**config.mk**
```make
export PLATFORM = sky130hd
export DESIGN_NAME = dac_adc_spi_xfer
export DESIGN_NICKNAME = d
export VERILOG_FILES = /design/src/rtl/dac_adc_pkg.sv /design/src/rtl/dac_adc_spi_xfer_clk_gen.sv /design/src/rtl/dac_adc_spi_xfer.sv
export SDC_FILE = /design/constraint.sdc
export NUM_CORES = 1
export LEC_CHECK = 0
export CAP_MARGIN = 20
export CORE_UTILIZATION = 50
export CTS_CLUSTER_DIAMETER = 100
export DETAILED_ROUTE_END_ITERATION = 6
export DONT_BUFFER_PORTS = 1
export PLACE_DENSITY = 0.74
export SLEW_MARGIN = 20
export SYNTH_ARGS = -nofsm -noshare
export SYNTH_HDL_FRONTEND = slang
export SYNTH_SLANG_ARGS = --single-unit
```
**constraint.sdc**
```tcl
create_clock -name CLOCK_50 -period 2.25 [get_ports CLOCK_50]
set_input_delay 0.45 -clock CLOCK_50 [delete_from_list [all_inputs] [get_ports CLOCK_50]]
set_output_delay 0.45 -clock CLOCK_50 [all_outputs]
set_load 0.01 [all_outputs]
```
**src/rtl/dac_adc_pkg.sv**
```systemverilog
// Shared DAC/ADC test-path types: sample width and word type used by the
// test controller, the SPI transfer block and the DAC/ADC data paths.
package dac_adc_pkg;

  localparam int SPI_WIDTH    = 16;
  localparam int SPI_CLK_DIV  = 4;
  localparam int SPI_CS_SETUP = 2;

  typedef logic [SPI_WIDTH-1:0] sample_t;

endpackage

```
**src/rtl/dac_adc_spi_xfer_clk_gen.sv**
```systemverilog
// SPI mode-0 clock generator: sclk toggles every CLK_DIV cycles while enabled,
// with one-cycle strobes marking the clock edge at which sclk rises or falls.
module spi_clk_gen #(
  parameter int CLK_DIV = 4
) (
  input  logic clk,
  input  logic rst,
  input  logic enable,
  output logic sclk,
  output logic rise_stb,
  output logic fall_stb
);

  localparam int DW = $clog2(CLK_DIV + 1);
  localparam logic [DW-1:0] DIV_LAST = DW'(CLK_DIV - 1);

  logic [DW-1:0] div_q, div_d;
  logic          sclk_q, sclk_d;
  logic          edge_now;

  always_comb begin
    edge_now = enable && (div_q == DIV_LAST);
    div_d    = div_q;
    sclk_d   = sclk_q;
    if (!enable) begin
      div_d  = '0;
      sclk_d = 1'b0;
    end else if (edge_now) begin
      div_d  = '0;
      sclk_d = ~sclk_q;
    end else begin
      div_d  = div_q + DW'(1);
    end
  end

  always_ff @(posedge clk) begin
    if (rst) begin
      div_q  <= '0;
      sclk_q <= 1'b0;
    end else begin
      div_q  <= div_d;
      sclk_q <= sclk_d;
    end
  end

  // Strobes name the edge sclk_q takes at the upcoming clk edge.
  assign rise_stb = edge_now && !sclk_q;
  assign fall_stb = edge_now &&  sclk_q;
  assign sclk     = sclk_q;

endmodule

```
**src/rtl/dac_adc_spi_xfer.sv**
```systemverilog
// Full-duplex SPI master for the DAC/ADC test path: one begin pulse shifts
// tx_word out on spi_mosi (MSB first) while capturing spi_miso into rx_word.
module dac_adc_spi_xfer
  import dac_adc_pkg::*;
#(
  parameter int WIDTH    = SPI_WIDTH,
  parameter int CLK_DIV  = SPI_CLK_DIV,
  parameter int CS_SETUP = SPI_CS_SETUP
) (
  input  logic             CLOCK_50,
  input  logic             reset,
  input  logic             begin_transmit,
  input  logic [WIDTH-1:0] tx_word,
  output logic [WIDTH-1:0] rx_word,
  output logic             busy,
  output logic             done,
  output logic             spi_sclk,
  output logic             spi_cs_n,
  output logic             spi_mosi,
  input  logic             spi_miso,
  output logic [2:0]       dbg_state
);

  localparam int BW = $clog2(WIDTH + 1);
  localparam int SW = $clog2(CS_SETUP + 1);
  localparam logic [BW-1:0] BIT_LAST   = BW'(WIDTH - 1);
  localparam logic [SW-1:0] SETUP_LAST = SW'(CS_SETUP - 1);

  typedef enum logic [2:0] {
    s_idle  = 3'd0,
    s_setup = 3'd1,
    s_shift = 3'd2,
    s_hold  = 3'd3,
    s_done  = 3'd4
  } state_t;

  state_t           state_q, state_d;
  logic [SW-1:0]    setup_cnt_q, setup_cnt_d;
  logic [BW-1:0]    bit_cnt_q, bit_cnt_d;
  logic [WIDTH-1:0] tx_sh_q, tx_sh_d;
  logic [WIDTH-1:0] rx_sh_q, rx_sh_d;
  logic [WIDTH-1:0] rx_word_q, rx_word_d;
  logic             busy_q, busy_d;
  logic             done_q, done_d;
  logic             cs_n_q, cs_n_d;
  logic             mosi_q, mosi_d;

  logic clk_en;
  logic sclk;
  logic rise_stb;
  logic fall_stb;

  assign clk_en = (state_q == s_shift);

  spi_clk_gen #(
    .CLK_DIV (CLK_DIV)
  ) u_clk_gen (
    .clk      (CLOCK_50),
    .rst      (reset),
    .enable   (clk_en),
    .sclk     (sclk),
    .rise_stb (rise_stb),
    .fall_stb (fall_stb)
  );

  // Handshake: begin_transmit is sampled only in s_idle (busy=0); a pulse while
  // busy is dropped, never queued. done is a one-cycle pulse with rx_word valid.
  always_comb begin
    state_d     = state_q;
    setup_cnt_d = setup_cnt_q;
    bit_cnt_d   = bit_cnt_q;
    tx_sh_d     = tx_sh_q;
    rx_sh_d     = rx_sh_q;
    rx_word_d   = rx_word_q;
    done_d      = 1'b0;
    cs_n_d      = cs_n_q;
    mosi_d      = mosi_q;

    case (state_q)
      s_idle: begin
        cs_n_d = 1'b1;
        mosi_d = 1'b0;
        if (begin_transmit) begin
          state_d = s_setup;
          tx_sh_d = tx_word;
          cs_n_d  = 1'b0;
        end
      end
      s_setup: begin
        if (setup_cnt_q == SETUP_LAST) begin
          state_d = s_shift;
          mosi_d  = tx_sh_q[WIDTH-1];
        end else begin
          setup_cnt_d = setup_cnt_q + SW'(1);
        end
      end
      s_shift: begin
        if (rise_stb) begin
          rx_sh_d = {rx_sh_q[WIDTH-2:0], spi_miso};
        end
        if (fall_stb) begin
          tx_sh_d = tx_sh_q << 1;
          mosi_d  = tx_sh_q[WIDTH-2];
          if (bit_cnt_q == BIT_LAST) begin
            state_d = s_hold;
          end else begin
            bit_cnt_d = bit_cnt_q + BW'(1);
          end
        end
      end
      s_hold: begin
        if (setup_cnt_q == SETUP_LAST) begin
          state_d   = s_done;
          cs_n_d    = 1'b1;
          done_d    = 1'b1;
          rx_word_d = rx_sh_q;
          mosi_d    = 1'b0;
        end else begin
          setup_cnt_d = setup_cnt_q + SW'(1);
        end
      end
      s_done: begin
        state_d = s_idle;
      end
      default: begin
        state_d = s_idle;
        cs_n_d  = 1'b1;
        mosi_d  = 1'b0;
      end
    endcase

    // Every state starts its counters from zero.
    if (state_d != state_q) begin
      setup_cnt_d = '0;
      bit_cnt_d   = '0;
    end

    busy_d = (state_d != s_idle);
  end

  always_ff @(posedge CLOCK_50) begin
    if (reset) begin
      state_q     <= s_idle;
      setup_cnt_q <= '0;
      bit_cnt_q   <= '0;
      tx_sh_q     <= '0;
      rx_sh_q     <= '0;
      rx_word_q   <= '0;
      busy_q      <= 1'b0;
      done_q      <= 1'b0;
      cs_n_q      <= 1'b1;
      mosi_q      <= 1'b0;
    end else begin
      state_q     <= state_d;
      setup_cnt_q <= setup_cnt_d;
      bit_cnt_q   <= bit_cnt_d;
      tx_sh_q     <= tx_sh_d;
      rx_sh_q     <= rx_sh_d;
      rx_word_q   <= rx_word_d;
      busy_q      <= busy_d;
      done_q      <= done_d;
      cs_n_q      <= cs_n_d;
      mosi_q      <= mosi_d;
    end
  end

  assign rx_word   = rx_word_q;
  assign busy      = busy_q;
  assign done      = done_q;
  assign spi_sclk  = sclk;
  assign spi_cs_n  = cs_n_q;
  assign spi_mosi  = mosi_q;
  assign dbg_state = state_q;

endmodule
```
Word-level counts from Yosys, hierarchy flattened
Index checks and enable logic that the tools add are counted.
Cells by class
  add/sub/neg operators: 3
  equality and inequality tests: 12
  multiplexer cells: 17
  bitwise operators: 7
  reductions and logical operators: 20
Operator list (number)
  16-bit 2-to-1 mux: 2
  16-bit case mux with 2 select lines: 1
  3-bit 2-to-1 mux: 5
  3-bit case mux with 4 select lines: 1
  3-bit by 2-bit == test with 1-bit output, second input constant: 3
  2-bit inequality test, second input constant: 4
  2-bit AND reduction: 4
  2-bit OR reduction: 4
  1-bit inverter: 7
  1-bit 2-to-1 mux: 6
  3-bit AND reduction: 2
  3-bit OR reduction: 2
  5-bit by 1-bit adder with 5-bit output, second input constant: 1
  5-bit by 4-bit == test with 1-bit output, second input constant: 1
  1-bit case mux with 4 select lines: 1
  4-bit AND reduction: 1
  3-bit by 1-bit adder with 3-bit output, second input constant: 1
  3-bit by 1-bit == test with 1-bit output, second input constant: 1
  3-bit == test, second input constant: 1
  1-bit logical AND: 3
  3-bit zero test: 1
  3-bit inequality test: 1
  1-bit case mux with 3 select lines: 1
  3-bit nonzero test: 1
  4 further kinds: 4
Word-level totals
  register bits: 66
  input port bits: 20
  output and inout port bits: 24
  logic and storage cells: 71

Longest topological paths before layout
Gate-level depths: netlist of the first run.
  depth in word-level cells: 7
  gate-level depth with buffers: 8
  depth with buffers taken out: 6

Cells and area by module
Synthesis of the first run repeated with hierarchy kept, for this count alone.
Second synthesis, totals
  cells, all modules: 330
  area total of the unflattened synthesis: 2688.8 µm²
Modules (own cells, without submodules)
  dac_adc_spi_xfer: times used 1, cells each 314, area each 2528.7 µm², sequential area each 1241.2 µm²
  spi_clk_gen: times used 1, cells each 16, area each 160.2 µm², sequential area each 80.1 µm²

Worst setup path before layout of the first run
OpenSTA, ideal clock, no wires.
  path type: register to register
  from: register u_clk_gen.div_q[0]
  to: register tx_sh_q[0]
  library setup time: 0.128 ns
  arrival time: 1.596 ns
  data required time: 2.122 ns
  slack: 0.526 ns
  cell stages (with the launch flop): 9
  path buffers: 2
  period minus slack after synthesis: 1.724 ns
  cell sequence: dfxtp_1 -> ha_1 -> ha_1 -> clkbuf_1 -> nand3_1 -> a211oi_2 -> buf_2 -> mux2i_1 -> nor2_1
Between the ends
  word-level cells in the longest chain between the ends: 5
RTL lines
  from (decl): RTL line dac_adc_spi_xfer_clk_gen.sv:17  | logic [DW-1:0] div_q, div_d;
  from (signal assigned): RTL line dac_adc_spi_xfer_clk_gen.sv:41  | div_q <= div_d;
  3-bit by 2-bit == test with 1-bit output: RTL line dac_adc_spi_xfer_clk_gen.sv:22  | edge_now = enable && (div_q == DIV_LAST);
  1-bit logical AND: RTL line dac_adc_spi_xfer_clk_gen.sv:22
  1-bit logical AND: RTL line dac_adc_spi_xfer_clk_gen.sv:48  | assign fall_stb = edge_now && sclk_q;
  2-bit inequality test (no source line)
  3-bit AND reduction (no source line)
  to (signal assigned): RTL line dac_adc_spi_xfer.sv:157  | tx_sh_q <= tx_sh_d;
  to (decl): RTL line dac_adc_spi_xfer.sv:40  | logic [WIDTH-1:0] tx_sh_q, tx_sh_d;
No other way between the ends.
A chain may end at the register's enable or synchronous reset.

Worst setup path in the final report of the first run
  from: register state_q[1], in the netlist dbg_state[1]
  to: register rx_sh_q[3]
Between the ends
  word-level cells in the longest chain between the ends: 4
RTL lines
  from (decl): RTL line dac_adc_spi_xfer.sv:37  | state_t state_q, state_d;
  from (signal assigned): RTL line dac_adc_spi_xfer.sv:143  | state_q <= s_idle;
  from (signal assigned): RTL line dac_adc_spi_xfer.sv:154  | state_q <= state_d;
  3-bit by 2-bit == test with 1-bit output (*): RTL line dac_adc_spi_xfer.sv:53, dac_adc_spi_xfer.sv:79
  1-bit logical AND: RTL line dac_adc_spi_xfer_clk_gen.sv:22
  1-bit logical AND: RTL line dac_adc_spi_xfer_clk_gen.sv:47  | assign rise_stb = edge_now && !sclk_q;
  2-bit AND reduction (no source line) (*)
  to (signal assigned): RTL line dac_adc_spi_xfer.sv:158  | rx_sh_q <= rx_sh_d;
  to (decl): RTL line dac_adc_spi_xfer.sv:41  | logic [WIDTH-1:0] rx_sh_q, rx_sh_d;
Every way passes the cells marked *; elsewhere a longest branch is shown, timed or not.

==> metrics.yaml, run 1 <==
run_status:
  status: "finished clean"
cts:
  clockBufferDepth: 2
  root_buffer: "clkbuf_8"
  cts-resized-gates: 0
  cts_num_sinks: 66
  clk_pin_slew_ns: 0.08
  cts_made_buffers: 9
  clk_latency_ns: 0.34
  cts_hold_buffers: 0
  ctsHtreeMaxLevel: 3
  postCtsSetupBuffers: 0
  cts_tree: "done"
cells_and_area:
  finalNonFillerCells: 393
  layout-drive-gt1-share: 0.0898
  synthToLayoutAreaGrowth_pct: 7.99
  final_area_um2: 2870
  fin_util: 0.563
  diodes: 0
  fin_nets: 343
place:
  place_area_um2: 2690
  dp_hpwl_um: 3220
  place_congestion: 0.810
  place_inst: 377
  portBuffers: 0
  place_ws_ns: 0.315
sta:
  tightest_slew_ns: 0.623
  fin_crit_ns: 1.94
  fin_setup_tns_ns: 0
  fin_ws_ns: 0.308
  slew_violations: 0
  max_freq_ghz: 0.515
  hold_viol: 0
  rsz0062_at_grt: "no"
  skew_ns: 0.0102
  setup_violations: 0
  hold_ws_ns: 0.180
  period_share: 0.863
  slew_headroom: 0.583
detailed_routing:
  ant_nets: 0
  num_vias: 2088
  wl_per_cell_um: 12.4
  dr.pass1.iters: 4
  drc: 0
  via_per_inst: 5.31
  wl_um: 4880
  drtIter0Drc: 88
synthesis:
  syn-num-nets: 347
  synth.distinct_cells: 37
  yosysTopAreaCell: "dfxtp_1"
  ys_seq_area_frac: 0.496
  synth.avg_cell_area_um2: 8.26
  synthCells: 322
  ys_seq_elements: 66
  post_synth_instance_area_um2: 2660
  ys_warn_count: 0
  yosys.area.top_type_share: 0.496
  synth_area_leaders: "dfxtp_1 (50%), nand2_1 (14%), a21oi_1 (6.0%)"
worst_setup_path:
  path_class: "register to register"
  r2r_start: "dbg_state[1]"
  critPathLaunchType: "register"
  required_ns: 2.48
  crit_path_max_fanout: 16
  endpoint_kind: "register"
  crit_start: "dbg_state[1]"
  crit_arrival_ns: 2.17
  r2r_slack_ns: 0.31
grt:
  grt_pass1_vias: 1692
  grt_start_max_net_pins: 59
  grt_pass1_wl_um: 7800
  grt_usage: 0.188
  antenna_found_initial: 0
  grt-ovfl-total: 0
floorplanning:
  ios: 44
  initial_core_util: 0.521
  chipWidth_um: 75.0
  core_um2: 5110
  die-area_um2: 5620
  die_y_um: 75.0
  row_count: 26
worst_hold_path:
  hold_path.class: "primary input to register"
  hp-start: "reset"
power:
  vdd_ir_drop_max_v: 0.000353
  p_per_area_nw_per_um2: 777
  p_leak_nw: 0.972
  total_power_mw: 2.23
job:
  drv_cap: 0
-- sequential cells by signal, summed over array words and instances, names as in the netlist --
register / count
dbg_state: 3
setup_cnt_q: 2
rx_sh_q: 16
done: 1
spi_cs_n: 1
bit_cnt_q: 5
u_clk_gen.sclk: 1
busy: 1
spi_mosi: 1
tx_sh_q: 16
u_clk_gen.div_q: 3
rx_word: 16
-- cell families after synthesis --
| kind of cell | synth area share |
|---|---|
| buffers and inverters | 0.0489 |
| and+or+nand+nor | 0.256 |
| muxes | 0.00752 |
| adders and majority gates | 0.0235 |
| AOI/OAI and AO/OA | 0.145 |
| xor gates and xnor gates | 0.0230 |
| DFF | 0.496 |
-- routing by layer --
metal | global-route usage | share of wire | up-vias
met5 | 0 | 0 | -
met4 | 0.107 | 0.023 | 0
met3 | 0.0576 | 0.063 | 12
met2 | 0.276 | 0.43 | 57
met1 | 0.245 | 0.48 | 948
li1 | - | - | 1071
-- layout make-up --
cell class | instances | area [um2]
fill | 492 | 2230
sequential | 66 | 1320
multi-input combinational | 227 | 1210
clock buffer | 10 | 138
tap | 70 | 87.6
timing repair buffer | 6 | 45.0
clock inverter | 6 | 42.5
inverter | 8 | 30.0
-- where the power goes --
group | internal (mW) | switching, mW | leakage (nW)
Combinational | 0.0501 | 0.0660 | 0.347
Sequential | 1.21 | 0.0294 | 0.536
Clock | 0.429 | 0.454 | 0.0882
Total | 1.68 | 0.549 | 0.972
-- worst paths after layout --
check / cells past startpoint / endpoint
worst max-delay path: 6 / rx_sh_q[3]
worst max register to register: 6 / rx_sh_q[3]
worst min register to register: 1 / u_clk_gen.div_q[0]
worst min-delay path: 1 / rx_sh_q[4]
-- cells in the mapped netlist (all sizes together) --
master	number
a211oi	3
a21boi	1
a21oi	32
a311o	1
a311oi	15
a31oi	2
a32oi	1
and2	2
and3	1
buf	8
clkbuf	13
dfxtp	66
ha	5
inv	8
mux2i	2
nand2	97
nand2b	4
nand3	4
nand3b	1
nor2	32
nor3	6
nor3b	2
nor4	2
o2111ai	1
o21ai	2
o41ai	1
or3	1
or3b	1
or4	1
xnor2	7
-- placed cells by master (no fill, tap or decap), drive strengths merged --
cell,instances
clkinv,4
o41ai,1
nand3,4
a31oi,2
nor4,2
mux2i,2
clkbuf,10
nor2,32
or4,1
a211oi,3
or3b,1
a311o,1
a32oi,1
and3,1
and2,2
ha,5
o21ai,2
inv,8
a311oi,15
a21boi,1
xnor2,7
dfxtp,66
or3,1
buf,6
nand2,97
nor3,6
a21oi,32
nor3b,2
nand2b,4
nand3b,1
o2111ai,1
clkinvlp,2
-- worst max-delay path, cell delays in order, from the launching register on --
cell and delay [ns]:
dfxtp_1 0.44, buf_4 0.19, nor3b_2 0.20, buf_4 0.24
nand3b_1 0.46, nand2_1 0.22, a21oi_1 0.08
No activity file was read; power rests on OpenSTA's default activity.
==> inputs of run 2 (changes only) <==
--- a/config.mk
+++ b/config.mk
@@ -11,7 +11,7 @@
 export DETAILED_ROUTE_END_ITERATION = 6
 export DONT_BUFFER_PORTS = 1
 export PLACE_DENSITY = 0.74
-export SLEW_MARGIN = 20
+export RECOVER_POWER = 50
 export SYNTH_ARGS = -nofsm -noshare
 export SYNTH_HDL_FRONTEND = slang
 export SYNTH_SLANG_ARGS = --single-unit
==> constraint.sdc (replaced) <==
create_clock -name CLOCK_50 -period 2.25 [get_ports CLOCK_50]
set_input_delay 0.225 -clock CLOCK_50 [delete_from_list [all_inputs] [get_ports CLOCK_50]]
set_output_delay 0.225 -clock CLOCK_50 [all_outputs]
set_load 0.01 [all_outputs]
==> run 2 against run 1 <==
- fmax shrank 2.3%
- register-to-register slack lost 0.05 ns
- non-clock buffer count grew 1
- sequential power is essentially flat
- clock skew is essentially flat
- cell count grew 0.25%
- routed wire length grew 1.5%
- design area grew 0.52%
- core utilization grew 0.29 points
- count of clock-buffer cells in the layout is the same
- critical endpoint unchanged
- largest cell class unchanged
- highest routed layer unchanged
==> metrics.yaml, run 2 (same netlist as run 1, synthesis figures left out) <==
cts:
  clockBufferDepth: 2  # unchanged
  cts_made_buffers: 9  # unchanged
  ctsHtreeMaxLevel: 3  # unchanged
  cts-resized-gates: 0  # unchanged
  clk_latency_ns: 0.34  # about the same
  cts_num_sinks: 66  # unchanged
  cts_tree: "done"
  postCtsSetupBuffers: 0  # unchanged
  cts_hold_buffers: 1  # +1
  root_buffer: "clkbuf_8"
  clk_pin_slew_ns: 0.07  # about the same
cells_and_area:
  synthToLayoutAreaGrowth_pct: 8.56
  diodes: 0  # unchanged
  layout-drive-gt1-share: 0.0895  # -0.000277
  fin_util: 0.566  # +0.00294
  fin_nets: 344  # +0.29%
  final_cell_mix: "nand2_1 (97), dfxtp_1 (66), a21oi_1 (32), nor2_1 (32), a311oi_1 (15)"
  layout_commonest_cell: "nand2_1"
grt:
  grt_start_max_net_pins: 56  # -5.1%
  antenna_found_initial: 0  # unchanged
  grt_pass1_wl_um: 7890  # +1.2%
  grt_pass1_vias: 1696  # +0.24%
  grt_usage: 0.191  # +0.00278
  grt-ovfl-total: 0  # unchanged
sta:
  max_freq_ghz: 0.503  # -2.3%
  hold_viol: 0  # unchanged
  rsz0062_at_grt: "no"
  fin_setup_tns_ns: 0  # unchanged
  slew_violations: 0  # unchanged
  period_share: 0.884  # +0.0203
  fin_crit_ns: 1.99  # +0.0457 ns
  tightest_slew_ns: 0.621  # -0.00292 ns
  setup_violations: 0  # unchanged
  slew_headroom: 0.585  # +0.00195
  skew_ns: 0.0101  # -0.0000975 ns
place:
  place_congestion: 0.810  # unchanged
  portBuffers: 0  # unchanged
  dp_hpwl_um: 3220  # unchanged
detailed_routing:
  wl_per_cell_um: 12.6  # +1.2%
  drc: 0  # unchanged
  dr.pass1.iters: 4  # unchanged
  num_vias: 2101  # +0.62%
  via_per_inst: 5.33  # +0.37%
  ant_nets: 0  # unchanged
  drtIter0Drc: 96  # +9.1%
  wl_um: 4960  # +1.5%
floorplanning:
  die_y_um: 75.0  # unchanged
  row_count: 26  # unchanged
  core_um2: 5110  # unchanged
  die-area_um2: 5620  # unchanged
  chipWidth_um: 75.0  # unchanged
  initial_core_util: 0.521  # unchanged
  ios: 44  # unchanged
worst_setup_path:
  cp_num_buf_inv: 2  # unchanged
  crit_arrival_ns: 2.21  # +0.04 ns
  slowest_stage: "nand3b_1"
  endpoint_kind: "register"
  crit_path_max_fanout: 16  # unchanged
  path_cells: "buf_4 > nor3b_2 > buf_4 > nand3b_1 > nand2_1 > a21oi_1"
  crit_top_cell: "buf_4"
  path_class: "register to register"
  crit_family: "simple AND/OR/NAND/NOR gates"
  required_ns: 2.47  # about the same
  critPathLaunchType: "register"
  max_stage_delay_ns: 0.46  # about the same
power:
  seq_power_share: 0.548  # -0.005
  p_per_area_nw_per_um2: 781  # +0.41%
  comb_power_share: 0.060  # +0.008
  power_frac_clock: 0.393  # -0.002
  power.internal_mw: 1.69  # +0.21%
  p_leak_nw: 0.980  # +0.84%
  vdd_ir_drop_max_v: 0.000355  # +0.40%
  p_sw_uw: 567  # +3.1%
  swShare: 0.251  # +0.00538
worst_hold_path:
  hold_path.class: "primary input to register"
job:
  drv_cap: 0  # unchanged
run_status:
  status: "finished clean"
run 2: power groups by stage:
stage                     Sequential (mW)  Clock (mW)  Combinational, mW
after global routing                 1.24       0.965              0.152
final                                1.23       0.886              0.134
after floorplan                      1.25           0              0.118
after detailed placement             1.26           0              0.117
after global placement               1.26           0              0.114
after CTS                            1.24       0.913              0.135
run 2: layout make-up:
type | count | area (um2)
Clock buffer | 10 | 138
Sequential cell | 66 | 1320
Inverter | 8 | 30.0
Clock inverter | 6 | 42.5
Multi-Input combinational cell | 227 | 1200
Tap cell | 70 | 87.6
Timing Repair Buffer | 7 | 65.1
Fill cell | 488 | 2220
run 2: worst reg2reg max path: cells and delay by family, from the launching register on:
| family | cells | cell delay [ns] |
|---|---|---|
| buffers and inverters | 2 | 0.44 |
| AND/OR/NAND/NOR | 3 | 0.90 |
| flip-flops | 1 | 0.44 |
| AO/OA/AOI/OAI | 1 | 0.09 |
run 2: path summary, 6_finish.rpt:
check	start	endpoint	slack, ns	depth (start not counted)
setup / recovery	dbg_state[1]	rx_sh_q[3]	0.26	6
hold / removal	spi_miso	rx_sh_q[0]	0.02	2
setup reg to reg	dbg_state[1]	rx_sh_q[3]	0.26	6
hold reg to reg	u_clk_gen.div_q[0]	u_clk_gen.div_q[0]	0.44	1
run 2: stage by stage:
step,worst slack [ns],total power [mW],hold slack [ns],area (um2),instances
after CTS,0.295,2.28,0.00308,2890,394
after global routing,0.101,2.36,0.0190,2890,394
after global placement,0.378,1.37,0.302,2690,377
after detailed placement,0.315,1.38,0.303,2690,377
final,0.262,2.26,0.0163,2890,394
after floorplan,0.526,1.37,0.361,2660,322
run 2: routing by layer:
metal | share of wire | vias to the layer above | GRT usage
met5 | 0 | - | 0
met4 | 0.022 | 0 | 0.107
met3 | 0.058 | 12 | 0.0576
met2 | 0.44 | 51 | 0.280
met1 | 0.48 | 960 | 0.250
li1 | - | 1078 | -
